--- config.mk ---
export PLATFORM = sky130hd
export DESIGN_NAME = tff_count_ctrl
export DESIGN_NICKNAME = d
export VERILOG_FILES = /design/src/rtl/tff_count_ctrl_pkg.sv /design/src/rtl/tff_bank.sv /design/src/rtl/tff_count_ctrl.sv
export SDC_FILE = /design/constraint.sdc
export NUM_CORES = 1
export LEC_CHECK = 0
export BUFFER_PORTS_ARGS = -buffer_cell sky130_fd_sc_hd__buf_4
export CORE_AREA = 2 2 39 41
export CTS_CLUSTER_SIZE = 20
export DETAILED_ROUTE_END_ITERATION = 16
export DIE_AREA = 0 0 41 43
export PLACE_DENSITY = 0.68
export SLEW_MARGIN = 0
export SYNTH_ARGS = -nofsm -noshare
export SYNTH_HDL_FRONTEND = slang
export SYNTH_SLANG_ARGS = --single-unit
--- constraint.sdc ---
create_clock -name clk -period 1.6 [get_ports clk]
set_input_delay 0.4 -clock clk [delete_from_list [all_inputs] [get_ports clk]]
set_output_delay 0.4 -clock clk [all_outputs]
set_load 0.05 [all_outputs]
--- src/rtl/tff_count_ctrl_pkg.sv ---
// Shared types and count helpers for the T-flip-flop counter controller.
// Helpers take the modulus as an argument so one package serves every WIDTH/MOD.
package tff_count_ctrl_pkg;

  localparam int MAX_W = 16;

  typedef enum logic [1:0] {
    ST_IDLE  = 2'd0,
    ST_RUN   = 2'd1,
    ST_PAUSE = 2'd2
  } state_e;

  typedef logic [MAX_W-1:0] cnt_t;
  typedef logic [MAX_W:0]   mod_t;

  // True when advancing from q in the given direction wraps around.
  function automatic logic is_terminal(cnt_t q, logic up, mod_t modulus);
    logic res;
    if (up) begin
      res = ({1'b0, q} == (modulus - mod_t'(1)));
    end else begin
      res = (q == '0);
    end
    return res;
  endfunction

  function automatic cnt_t next_count(cnt_t q, logic up, mod_t modulus);
    cnt_t res;
    if (is_terminal(q, up, modulus)) begin
      res = up ? '0 : cnt_t'(modulus - mod_t'(1));
    end else begin
      res = up ? (q + cnt_t'(1)) : (q - cnt_t'(1));
    end
    return res;
  endfunction

  // Out-of-range load values saturate to the top of the count range.
  function automatic cnt_t clamp_load(cnt_t v, mod_t modulus);
    cnt_t res;
    if ({1'b0, v} >= modulus) begin
      res = cnt_t'(modulus - mod_t'(1));
    end else begin
      res = v;
    end
    return res;
  endfunction

endpackage

--- src/rtl/tff_bank.sv ---
// Bank of WIDTH T flip-flops with a synchronous parallel load that overrides toggling.
module tff_bank #(
  parameter int WIDTH = 4
) (
  input  logic             clk,
  input  logic             rst,
  input  logic             load_i,
  input  logic [WIDTH-1:0] load_val_i,
  input  logic [WIDTH-1:0] t_i,
  output logic [WIDTH-1:0] q_o
);

  logic [WIDTH-1:0] q_q;
  logic [WIDTH-1:0] q_d;

  always_comb begin
    q_d = q_q ^ t_i;
    if (load_i) begin
      q_d = load_val_i;
    end
  end

  always_ff @(posedge clk or negedge rst) begin
    if (!rst) begin
      q_q <= '0;
    end else begin
      q_q <= q_d;
    end
  end

  assign q_o = q_q;

endmodule

--- src/rtl/tff_count_ctrl.sv ---
// Start/stop-able modulo-MOD up/down counter built on a T flip-flop bank.
// The controller only decides which bits toggle; the bank holds the count.
module tff_count_ctrl
  import tff_count_ctrl_pkg::*;
#(
  parameter int WIDTH = 4,
  parameter int MOD   = 10
) (
  input  logic             clk,
  input  logic             rst,
  input  logic             start,
  input  logic             stop,
  input  logic             up,
  input  logic             oneshot,
  input  logic             load,
  input  logic [WIDTH-1:0] load_val,
  output logic [WIDTH-1:0] q,
  output logic             busy,
  output logic             wrap,
  output logic             done,
  output logic [1:0]       state_dbg
);

  localparam mod_t MOD_W = mod_t'(MOD);

  state_e           state_q;
  state_e           state_d;
  logic             adv;
  logic             term;
  logic [WIDTH-1:0] nxt;
  logic [WIDTH-1:0] t_vec;
  logic [WIDTH-1:0] load_clamped;
  logic             wrap_q;
  logic             done_q;

  // An advance needs RUN at the start of the cycle and neither load nor stop.
  assign adv          = (state_q == ST_RUN) && !load && !stop;
  assign term         = adv && is_terminal(cnt_t'(q), up, MOD_W);
  assign nxt          = WIDTH'(next_count(cnt_t'(q), up, MOD_W));
  assign t_vec        = adv ? (q ^ nxt) : '0;
  assign load_clamped = WIDTH'(clamp_load(cnt_t'(load_val), MOD_W));

  tff_bank #(
    .WIDTH (WIDTH)
  ) u_bank (
    .clk        (clk),
    .rst        (rst),
    .load_i     (load),
    .load_val_i (load_clamped),
    .t_i        (t_vec),
    .q_o        (q)
  );

  always_ff @(posedge clk or negedge rst) begin
    if (!rst) begin
      state_q <= ST_IDLE;
    end else begin
      state_q <= state_d;
    end
  end

  // Command priority: load, then stop, then start; oneshot terminal last.
  always_comb begin
    state_d = state_q;
    if (load) begin
      state_d = ST_IDLE;
    end else begin
      case (state_q)
        ST_IDLE: begin
          if (start) state_d = ST_RUN;
        end
        ST_RUN: begin
          if (stop) begin
            state_d = ST_PAUSE;
          end else if (term && oneshot) begin
            state_d = ST_IDLE;
          end
        end
        ST_PAUSE: begin
          if (start) state_d = ST_RUN;
        end
        default: state_d = ST_IDLE;
      endcase
    end
  end

  always_ff @(posedge clk or negedge rst) begin
    if (!rst) begin
      wrap_q <= 1'b0;
      done_q <= 1'b0;
    end else begin
      wrap_q <= term;
      done_q <= term && oneshot;
    end
  end

  always_comb begin
    busy      = (state_q == ST_RUN);
    wrap      = wrap_q;
    done      = done_q;
    state_dbg = state_q;
  end

endmodule

# Word level (Yosys, flattened, before mapping)
# Index checks and enable logic that the tools add are counted.
[word_totals]
ff_bits = 8
input_bits = 11
output_inout_bits = 9
word_cells = 36
[classes]
add_sub_neg = 2
n_lt_le_gt_ge = 1
n_eq_ne = 5
n_mux = 12
n_bitwise = 2
n_reduce_logical = 10
[ops]
columns = ["operator", "n"]
rows = [
  ["4-bit two-way mux", 6],
  ["2-bit two-way mux", 4],
  ["4-bit bitwise XOR", 2],
  ["4-bit by 1-bit adder with 4-bit output (second input constant)", 1],
  ["4-bit equality test (second input constant)", 1],
  ["4-bit greater-or-equal comparator (second input constant)", 1],
  ["1-bit logical AND", 4],
  ["4-bit zero test", 1],
  ["4-bit by 3-bit != test with 1-bit output (second input constant)", 1],
  ["2-bit one-hot mux with 2 select lines", 1],
  ["4-bit by 1-bit subtractor with 4-bit output (second input constant)", 1],
  ["3-bit by 1-bit != test with 1-bit output (second input constant)", 1],
  ["2-bit by 1-bit equality test with 1-bit output (second input constant)", 1],
  ["2-bit equality test (second input constant)", 1],
  ["1-bit zero test", 2],
  ["2-bit zero test", 1],
  ["2-bit AND reduction", 1],
  ["2-bit OR reduction", 1],
  ["1-bit two-way mux", 1],
]

# Longest topological paths before layout
# Gate-level depths: netlist (run 1).
[depth]
word_depth = 9
ltp_mapped = 6
mapped_depth_nobuf = 6

# Modules after synthesis
# A second synthesis (run 1) with hierarchy kept.
[unflattened]
cells_unflattened = 62
area_unflattened_um2 = 546.8
[modules_own_cells]
columns = ["module", "instances", "cells_each", "area_per_inst_um2", "seq_area_each_um2"]
rows = [
  ["tff_count_ctrl", 1, 46, 376.6, 100.1],
  ["tff_bank", 1, 16, 170.2, 100.1],
]

# Worst setup path before layout (run 1)
# OpenSTA, ideal clock, no wires.
[synth_timing]
kind = "register -> output"
startpoint = "reg state_q[0] (netlist: state_dbg[0])"
endpoint = "out busy"
t_arrival_ps = 1472
t_required_ps = 1200
slack_ps = -272
stages_incl_launch_ff = 2
path_buffers = 0
path_cell_list = "dfrtp_1 nor2b_1"
[synth_between]
elab_chain_cells = 1
[synth_rtl]
columns = ["element", "line_no", "source"]
rows = [
  ["start: declaration", "tff_count_ctrl.sv:26", "state_e state_q;"],
  ["start signal: assignment", "tff_count_ctrl.sv:58", "state_q <= state_d;"],
  ["2-bit by 1-bit equality test with 1-bit output", "tff_count_ctrl.sv:98", "busy = (state_q == ST_RUN);"],
  ["end: declaration", "tff_count_ctrl.sv:18", "output logic busy,"],
]
# Every way passes these cells.

# Worst setup path after layout (run 1)
# Same ends and word-level chain as after synthesis.

==> impl_metrics.env, run 1 <==
export IMPL_critical_path_buf_inv_count=1
export IMPL_powerDensity_mw_per_mm2=892
export IMPL_cts_sinks=8
export IMPL_required_ns=1.20
export IMPL_final_nets=95
export IMPL_min_to="state_dbg[0]"
export IMPL_outcome="finished, final reports clean"
export IMPL_htreeDepth=1
export IMPL_synth_fa_ha_area_frac=0.0822
export IMPL_rsz0062_at_grt="no"
export IMPL_cts_buffers=3
export IMPL_hpwl_um=874
export IMPL_seq_area_frac_synth=0.365
export IMPL_synth_simple_area_share=0.224
export IMPL_p_int_uw=416
export IMPL_yosysWarnings=0
export IMPL_cts_root_buf="clkbuf_4"
export IMPL_ys_flop_type="dfrtp_1"
export IMPL_finalClockSkew_ns=0.00242
export IMPL_drtPass1Iterations=2
export IMPL_clkLatencyLatePin_ns=0.26
export IMPL_die_area_sq_mm=0.00176
export IMPL_synthTopCellsByArea="dfrtp_1, ha_1, fa_1"
export IMPL_slowest_delay_ns=0.42
export IMPL_syn_area_per_cell_sq_um=9.79
export IMPL_synth_fp_nets=70
export IMPL_final_cell_mix="buf_4, dfrtp_1, nor2_1, nand2_1"
export IMPL_worstPathMaxFanout=6
export IMPL_grt_max_degree=11
export IMPL_min_from="start"
export IMPL_power_total_uw=670
export IMPL_ir_worst_vdd_v=0.000581
export IMPL_area_growth_pct=37.0
export IMPL_ant_nets=0
export IMPL_yosysTopAreaCellShare=0.365
export IMPL_die_h_um=43
export IMPL_synth_distinct_cells=30
export IMPL_cp_arrival_ns=1.07
export IMPL_synth_top_family_by_area="simple AND/OR/NAND/NOR gates"
export IMPL_fin_crit_ns=1.47
export IMPL_gp_congestion=0.645
export IMPL_r2r_slack_ns=0.13
export IMPL_grt_pass1_vias=458
export IMPL_portBuffers=19
export IMPL_hold_class="input pin to flip-flop"
export IMPL_worstSetupPathType="flip-flop to output pin"
export IMPL_hold_viol=0
export IMPL_via_count=475
export IMPL_syn_cell_area_sq_um=548
export IMPL_vias_per_cell=4.95
export IMPL_grt_pass1_wl_mm=1.88
export IMPL_final_common_cell="buf_4"
export IMPL_synth_mux_area_frac=0
export IMPL_start_util=0.396
export IMPL_maxCapViolations=0
export IMPL_clockBufferDepth=2
export IMPL_endpoint_kind="output pin"
export IMPL_grt_ovfl_total=0
export IMPL_synth_edf_count=0
export IMPL_final_max_slew_viol_count=0
export IMPL_swShare=0.379
export IMPL_post_place_ws_ns=0.00261
export IMPL_drive_above_1_share=0.450
export IMPL_nFillCells=138
export IMPL_relSlewSlack=0.685
export IMPL_drc=0
export IMPL_layout_area_seq_sq_um=203
export IMPL_core_area_sq_mm=0.00138
export IMPL_cp_top_family="flip-flops"
export IMPL_rr_worst_depth=5
export IMPL_multiInputGateArea_sq_um=323
export IMPL_worst_setup_path_start_kind="flip-flop"
export IMPL_comb_power_share=0.372
export IMPL_switchingPower_uw=254
export IMPL_finalCritPeriodShare=0.920
export IMPL_power_frac_seq=0.364
export IMPL_hold_depth=3
export IMPL_diodes=0
export IMPL_die_w_um=41
export IMPL_yosys_area_top_type="dfrtp_1"
export IMPL_wl_per_cell_um=11.0
export IMPL_worstMarginPinSlew_ns=0.466
export IMPL_rows=14
export IMPL_drtIter0Drc=8
export IMPL_antenna_found_initial=0
export IMPL_clk_pin_slew_ns=0.06
export IMPL_synthCells=56
export IMPL_async_reset_ff_frac=1.00
export IMPL_cp_slowest_cell="dfrtp_1"
export IMPL_wirelength_mm=1.06
export IMPL_leakagePower_uw=0.000355
export IMPL_synthXorXnorAreaFrac=0.0639
export IMPL_fmax_mhz=679
export IMPL_grt_usage=0.156
export IMPL_path_cells="nor2b_2 > buf_4"
export IMPL_layout_setup_ws_ns=0.128
export IMPL_ios=20
export IMPL_ys_seq_elements=8
export IMPL_cts_tree="built"
export IMPL_setup_viol=0
export IMPL_clock_power_share=0.263
export IMPL_synth_compound_area_frac=0.215
logic make-up after synthesis:
| kind of cell | Yosys count |
|---|---|
| AND/OR/NAND/NOR | 21 |
| AO/OA/AOI/OAI | 15 |
| flip-flops | 8 |
| buffers and inverters | 5 |
| XOR/XNOR | 4 |
| adder cells (fa/ha/maj) | 3 |
worst register-to-register path, cell delays in order, from the launching register on:
cell and delay, ns:
dfrtp_2 0.46, fa_1 0.42, xnor2_1 0.22, nor2_2 0.05, a22oi_2 0.15, o21ai_2 0.06
synth_stat cells, types with 2 or more instances:
master,instances
nor2_2,2
inv_1,3
o21ai_1,3
a21oi_2,2
dfrtp_1,8
xnor2_1,2
nand2_1,5
xor2_1,2
ha_1,2
nor2_1,5
a22oi_1,2
nor2b_1,2
worst max path at each step:
stage	startpoint	to	slack (ns)	cells after the start
floorplan	state_dbg[0]	busy	-0.04	1
global placement	up	flip-flop	0.04	7
detailed placement	up	flip-flop	0.003	7
CTS	flip-flop	flip-flop	0.11	5
global route	flip-flop	flip-flop	0.05	5
finish	state_dbg[0]	busy	0.13	2
area by class of cell:
| type | count | share of cell area |
|---|---|---|
| Clock buffer | 4 | 0.0350 |
| Inverter | 3 | 0.0150 |
| Multi-Input combinational cell | 43 | 0.430 |
| Sequential cell | 8 | 0.270 |
| Tap cell | 16 | 0.0267 |
| Timing Repair Buffer | 22 | 0.223 |
repair_timing:
item                                   4_1_cts  5_1_grt
endpoints found under the hold margin        8        0
setup endpoints to repair                    0        0
hold buffers                                 1        0
setup buffers                                0        0
gates resized for setup                      0        0
power groups by stage:
stage | Sequential (uW) | Combinational (uW) | Clock (uW)
6_report | 244 | 249 | 176
5_1_grt | 247 | 274 | 189
4_1_cts | 244 | 253 | 178
3_5_place_dp | 248 | 251 | 0
3_3_place_gp | 248 | 248 | 0
2_1_floorplan | 299 | 123 | 0
stage by stage:
| step | std cells | cell area, sq um | setup TNS, ns | hold WS (ns) | util |
|---|---|---|---|---|---|
| 2_1_floorplan | 56 | 553 | -0.0375 | 0.104 | - |
| 3_3_place_gp | 91 | 714 | 0 | 0.225 | 0.516 |
| 3_5_place_dp | 91 | 714 | 0 | 0.226 | 0.516 |
| 4_1_cts | 96 | 751 | 0 | 0.347 | 0.542 |
| 5_1_grt | 96 | 751 | 0 | 0.368 | 0.542 |
| 6_report | 96 | 751 | 0 | 0.348 | 0.542 |
per-layer routing:
metal | GRT usage | part of all wire | up-vias
met1 | 0.229 | 0.45 | 216
met5 | 0 | 0 | -
li1 | - | - | 243
met3 | 0.0524 | 0.063 | 2
met2 | 0.216 | 0.47 | 14
met4 | 0.0400 | 0.017 | 0
No activity file was read; power rests on OpenSTA's default activity.
==> run 2, diff against run 1 <==
--- a/config.mk
+++ b/config.mk
@@ -6,11 +6,13 @@
 export NUM_CORES = 1
 export LEC_CHECK = 0
 export BUFFER_PORTS_ARGS = -buffer_cell sky130_fd_sc_hd__buf_4
-export CORE_AREA = 2 2 39 41
+export CELL_PAD_IN_SITES_DETAIL_PLACEMENT = 1
+export CELL_PAD_IN_SITES_GLOBAL_PLACEMENT = 2
+export CORE_MARGIN = 2
+export CORE_UTILIZATION = 27
 export CTS_CLUSTER_SIZE = 20
 export DETAILED_ROUTE_END_ITERATION = 16
-export DIE_AREA = 0 0 41 43
-export PLACE_DENSITY = 0.68
+export PLACE_DENSITY_LB_ADDON = 0.1
 export SLEW_MARGIN = 0
 export SYNTH_ARGS = -nofsm -noshare
 export SYNTH_HDL_FRONTEND = slang
==> run 2 against run 1 <==
Against the previous run:
- flip-flop and latch count did not move
- first-iteration DRC count fell by 50%
- die area rose by 36%
- sequential power barely moved
- highest routed layer unchanged
- combinational power rose by 2%
- critical path depth rose by 3
- register-to-register slack improved by 0.02 ns
- via count rose by 6.1%
- core utilization fell by 14 points
- clock power barely moved
- power rose by 0.95%
- maximum frequency rose by 1.1%
==> impl_metrics.env, run 2 (synthesis gave the netlist of run 1 again) <==
export IMPL_rows=16
export IMPL_fin_crit_ns=1.46
export IMPL_worstSetupPathType="flip-flop to flip-flop"
export IMPL_hpwl_mm=1.06
export IMPL_cts_sinks=8
export IMPL_grt_pass1_vias=523
export IMPL_worstPathMaxFanout=6
export IMPL_final_common_cell="buf_4"
export IMPL_required_ns=1.75
export IMPL_vias_per_cell=4.67
export IMPL_portBuffers=19
export IMPL_path_cells="fa_1 > xnor2_1 > nor2_2 > a22oi_2 > o21ai_2"
export IMPL_cp_top_family="flip-flops"
export IMPL_die_h_um=49.1
export IMPL_setup_viol=0
export IMPL_rr_worst_depth=5
export IMPL_rsz0062_at_grt="no"
export IMPL_layout_setup_ws_ns=0.144
export IMPL_grt_usage=0.132
export IMPL_swShare=0.383
export IMPL_slowest_delay_ns=0.47
export IMPL_ant_nets=0
export IMPL_start_util=0.282
export IMPL_power_frac_seq=0.362
export IMPL_core_area_sq_mm=0.00194
export IMPL_cp_slowest_cell="dfrtp_2"
export IMPL_critical_path_buf_inv_count=0
export IMPL_maxCapViolations=0
export IMPL_switchingPower_uw=259
export IMPL_wirelength_mm=1.33
export IMPL_powerDensity_mw_per_mm2=876
export IMPL_outcome="finished, final reports clean"
export IMPL_final_max_slew_viol_count=0
export IMPL_worst_setup_path_start_kind="flip-flop"
export IMPL_clk_pin_slew_ns=0.07
export IMPL_post_route_util=0.398
export IMPL_die_w_um=49.1
export IMPL_post_place_ws_ns=0.0115
export IMPL_antenna_found_initial=0
export IMPL_clkLatencyLatePin_ns=0.26
export IMPL_comb_power_share=0.377
export IMPL_clockBufferDepth=2
export IMPL_relSlewSlack=0.747
export IMPL_ir_worst_vdd_v=0.000397
export IMPL_grt_pass1_wl_mm=2.39
export IMPL_grt_ovfl_total=0
export IMPL_diodes=0
export IMPL_leakagePower_uw=0.000361
export IMPL_multiInputGateArea_sq_um=323
export IMPL_hold_depth=3
export IMPL_post_cts_setup_buffers=0
export IMPL_fmax_mhz=687
export IMPL_endpoint_kind="flip-flop"
export IMPL_drc=0
export IMPL_cts_tree="built"
export IMPL_gp_congestion=0.679
export IMPL_cp_num_cells=5
export IMPL_wl_per_cell_um=12.3
export IMPL_hold_viol=0
export IMPL_htreeDepth=1
export IMPL_worstMarginPinSlew_ns=0.380
export IMPL_grt_max_degree=11
export IMPL_drive_above_1_share=0.457
export IMPL_nFillCells=247
export IMPL_area_growth_pct=40.9
export IMPL_final_nets=96
export IMPL_cts_buffers=3
export IMPL_die_area_sq_mm=0.00241
export IMPL_drtPass1Iterations=2
export IMPL_hold_class="input pin to flip-flop"
export IMPL_p_int_uw=417
export IMPL_layout_area_seq_sq_um=203
export IMPL_final_cell_mix="buf_4, dfrtp_1, nor2_1, nand2_1"
export IMPL_finalCritPeriodShare=0.910
export IMPL_cp_arrival_ns=1.61
export IMPL_drtIter0Drc=4
export IMPL_ios=20
export IMPL_finalClockSkew_ns=0.00797
export IMPL_clock_power_share=0.261
export IMPL_fin_hold_ws_ns=0.351
export IMPL_via_count=504
export IMPL_cts_root_buf="clkbuf_4"
## run 2: layout make-up
type                    instances  share of cell area
flip-flops and latches          8               0.263
clock buffers                   4              0.0340
repair buffers                 23               0.227
multi-input cells              43               0.418
well taps                      27              0.0438
inverters                       3              0.0146
## run 2: worst paths after layout
kind	end	slack [ns]	startpoint
setup reg to reg	flip-flop	0.14	flip-flop
hold / removal	flip-flop	0.35	load_val[2]
min in group asynchronous	async pin	0.49	rst
hold reg to reg	state_dbg[0]	0.60	state_dbg[0]
setup / recovery	flip-flop	0.14	flip-flop
max in group asynchronous	async pin	0.97	rst
## run 2: stage by stage
stage	setup TNS [ns]	instances	power [uW]	area (sq um)
6_report	0	108	676	772
5_1_grt	0	108	729	772
4_1_cts	0	108	691	772
3_5_place_dp	0	103	506	736
3_3_place_gp	0	103	506	736
2_1_floorplan	-0.0375	56	422	553
## run 2: repair_timing
item | CTS | global route
hold buffers | 1 | 0
resized for setup | 0 | 0
hold endpoints to repair | 8 | 0
## run 2: worst register-to-register path, cell delays in order, from the launching register on
cell	delay, ns
dfrtp_2	0.47
fa_1	0.43
xnor2_1	0.20
nor2_2	0.05
a22oi_2	0.14
o21ai_2	0.06
## run 2: layer usage
| layer | wire length [um] | track usage | vias to the layer above |
|---|---|---|---|
| met5 | 0 | 0 | - |
| met4 | 14 | 0.0429 | 0 |
| met3 | 55 | 0.0215 | 2 |
| met2 | 646 | 0.217 | 9 |
| met1 | 615 | 0.175 | 246 |
| li1 | - | - | 247 |
## run 2: power by group through the flow
stage / registers [uW] / logic (uW) / clock network, uW
after floorplan: 299 / 123 / 0
after global placement: 250 / 256 / 0
after detailed placement: 249 / 257 / 0
after CTS: 245 / 260 / 186
after global routing: 249 / 281 / 199
final: 245 / 255 / 177
==> run 3, diff against run 2 <==
--- a/config.mk
+++ b/config.mk
@@ -8,11 +8,12 @@
 export BUFFER_PORTS_ARGS = -buffer_cell sky130_fd_sc_hd__buf_4
 export CELL_PAD_IN_SITES_DETAIL_PLACEMENT = 1
 export CELL_PAD_IN_SITES_GLOBAL_PLACEMENT = 2
+export CORE_ASPECT_RATIO = 1.25
 export CORE_MARGIN = 2
 export CORE_UTILIZATION = 27
 export CTS_CLUSTER_SIZE = 20
 export DETAILED_ROUTE_END_ITERATION = 16
-export PLACE_DENSITY_LB_ADDON = 0.1
+export PLACE_DENSITY_LB_ADDON = 0.05
 export SLEW_MARGIN = 0
 export SYNTH_ARGS = -nofsm -noshare
 export SYNTH_HDL_FRONTEND = slang
==> run 3 against run 2 <==
Against the previous run:
- flip-flop and latch count unchanged
- clock-buffer cell count is 1 lower
- highest routed layer is now met3
- global-route usage up 0.64 points
- sequential share of layout area up 0.43 points
- combinational power about the same
==> impl_metrics.env, run 3 (synthesis gave the netlist of run 1 again) <==
export IMPL_leakagePower_uw=0.000359
export IMPL_cts_tree="built"
export IMPL_relSlewSlack=0.734
export IMPL_ctsHoldBuffers=1
export IMPL_ant_nets=0
export IMPL_gp_congestion=0.639
export IMPL_cts_buffers=3
export IMPL_grt_usage=0.138
export IMPL_final_nets=96
export IMPL_fin_hold_ws_ns=0.361
export IMPL_cts_root_buf="clkbuf_4"
export IMPL_required_ns=1.20
export IMPL_antenna_found_initial=0
export IMPL_powerDensity_mw_per_mm2=862
export IMPL_area_growth_pct=38.6
export IMPL_die_w_um=44.3
export IMPL_htreeDepth=1
export IMPL_die_area_sq_mm=0.00241
export IMPL_via_count=493
export IMPL_wirelength_mm=1.31
export IMPL_clockBufferDepth=2
export IMPL_drc=0
export IMPL_clk_pin_slew_ns=0.06
export IMPL_die_h_um=54.4
export IMPL_drtPass1Iterations=1
export IMPL_post_cts_setup_buffers=0
export IMPL_start_util=0.283
export IMPL_portBuffers=19
export IMPL_final_max_slew_viol_count=0
export IMPL_cp_arrival_ns=1.09
export IMPL_nFillCells=231
export IMPL_finalCritPeriodShare=0.930
export IMPL_clkLatencyLatePin_ns=0.25
export IMPL_maxCapViolations=0
export IMPL_grt_pass1_wl_mm=2.42
export IMPL_hold_viol=0
export IMPL_final_common_cell="buf_4"
export IMPL_wl_per_cell_um=13.1
export IMPL_rsz0062_at_grt="no"
export IMPL_ir_worst_vdd_v=0.000431
export IMPL_hold_class="input pin to flip-flop"
export IMPL_fmax_mhz=672
export IMPL_drtIter0Drc=0
export IMPL_worstMarginPinSlew_ns=0.400
export IMPL_cts_sinks=8
export IMPL_grt_pass1_vias=534
export IMPL_fin_cells=100
export IMPL_grt_ovfl_total=0
export IMPL_hpwl_mm=1.06
export IMPL_core_area_sq_mm=0.00194
export IMPL_worst_setup_path_start_kind="flip-flop"
export IMPL_vias_per_cell=4.93
export IMPL_fin_crit_ns=1.49
export IMPL_post_cts_resized=0
export IMPL_diodes=0
export IMPL_setup_viol=0
export IMPL_finalClockSkew_ns=0.00167
export IMPL_layout_setup_ws_ns=0.112
export IMPL_worstPathMaxFanout=6
export IMPL_drive_above_1_share=0.463
export IMPL_outcome="finished, final reports clean"
export IMPL_grt_max_degree=11
export IMPL_endpoint_kind="output pin"
export IMPL_worstSetupPathType="flip-flop to output pin"
export IMPL_tns_ns=0
export IMPL_post_place_ws_ns=0.0281
export IMPL_rows=18
export IMPL_ios=20
export IMPL_dp_cells=96
export IMPL_final_cell_mix="buf_4, dfrtp_1, nor2_1, nand2_1"
-- run 3: cell types whose count changed in the layout (fill, tap and decap cells not counted) --
cell and delta:
clkbuf_1 -1
-- run 3: worst paths after layout --
path / cells after the start / end / slack (ns) / start
worst min register to register: 2 / state_dbg[1] / 0.62 / state_dbg[1]
worst min-delay path: 3 / state_dbg[0] / 0.36 / start
min in group asynchronous: 2 / async pin / 0.51 / rst
worst max-delay path: 2 / busy / 0.11 / state_dbg[0]
worst max register to register: 5 / flip-flop / 0.16 / flip-flop
max in group asynchronous: 2 / async pin / 0.95 / rst
-- run 3: where the power goes --
| part | leakage [uW] | switching [uW] | total (uW) | internal, uW |
|---|---|---|---|---|
| sequential | 0.000101 | 25.6 | 245 | 219 |
| clock | 0.0000138 | 68.5 | 154 | 85.9 |
| combinational | 0.000245 | 154 | 256 | 102 |
| total | 0.000359 | 248 | 655 | 407 |
-- run 3: metal layers --
layer  vias to the layer above  global-route usage  wire length, um
met2                        13               0.233              704
met3                         0              0.0198               61
met4                         0              0.0606                0
met1                       238               0.174              545
met5                         -                   0                0
li1                        242                   -                -
-- run 3: through the flow --
| stage | power (uW) | instance area [sq um] | utilization |
|---|---|---|---|
| 2_1_floorplan | 422 | 553 | - |
| 5_1_grt | 708 | 759 | 0.392 |
| 4_1_cts | 670 | 759 | 0.392 |
| 3_5_place_dp | 505 | 727 | 0.375 |
| 3_3_place_gp | 507 | 727 | 0.375 |
| 6_report | 655 | 759 | 0.392 |
-- run 3: area by class of cell --
cell class	instances	area [sq um]	area share
Timing Repair Buffer	23	175	0.231
Tap cell	20	25.0	0.0329
Multi-Input combinational cell	43	323	0.425
Sequential cell	8	203	0.267
Clock buffer	3	22.5	0.0297
Inverter	3	11.3	0.0148
-- run 3: critical path: stages (launching register included) --
cell and delay, ns:
dfrtp_1 0.43, nor2b_2 0.20, buf_4 0.21
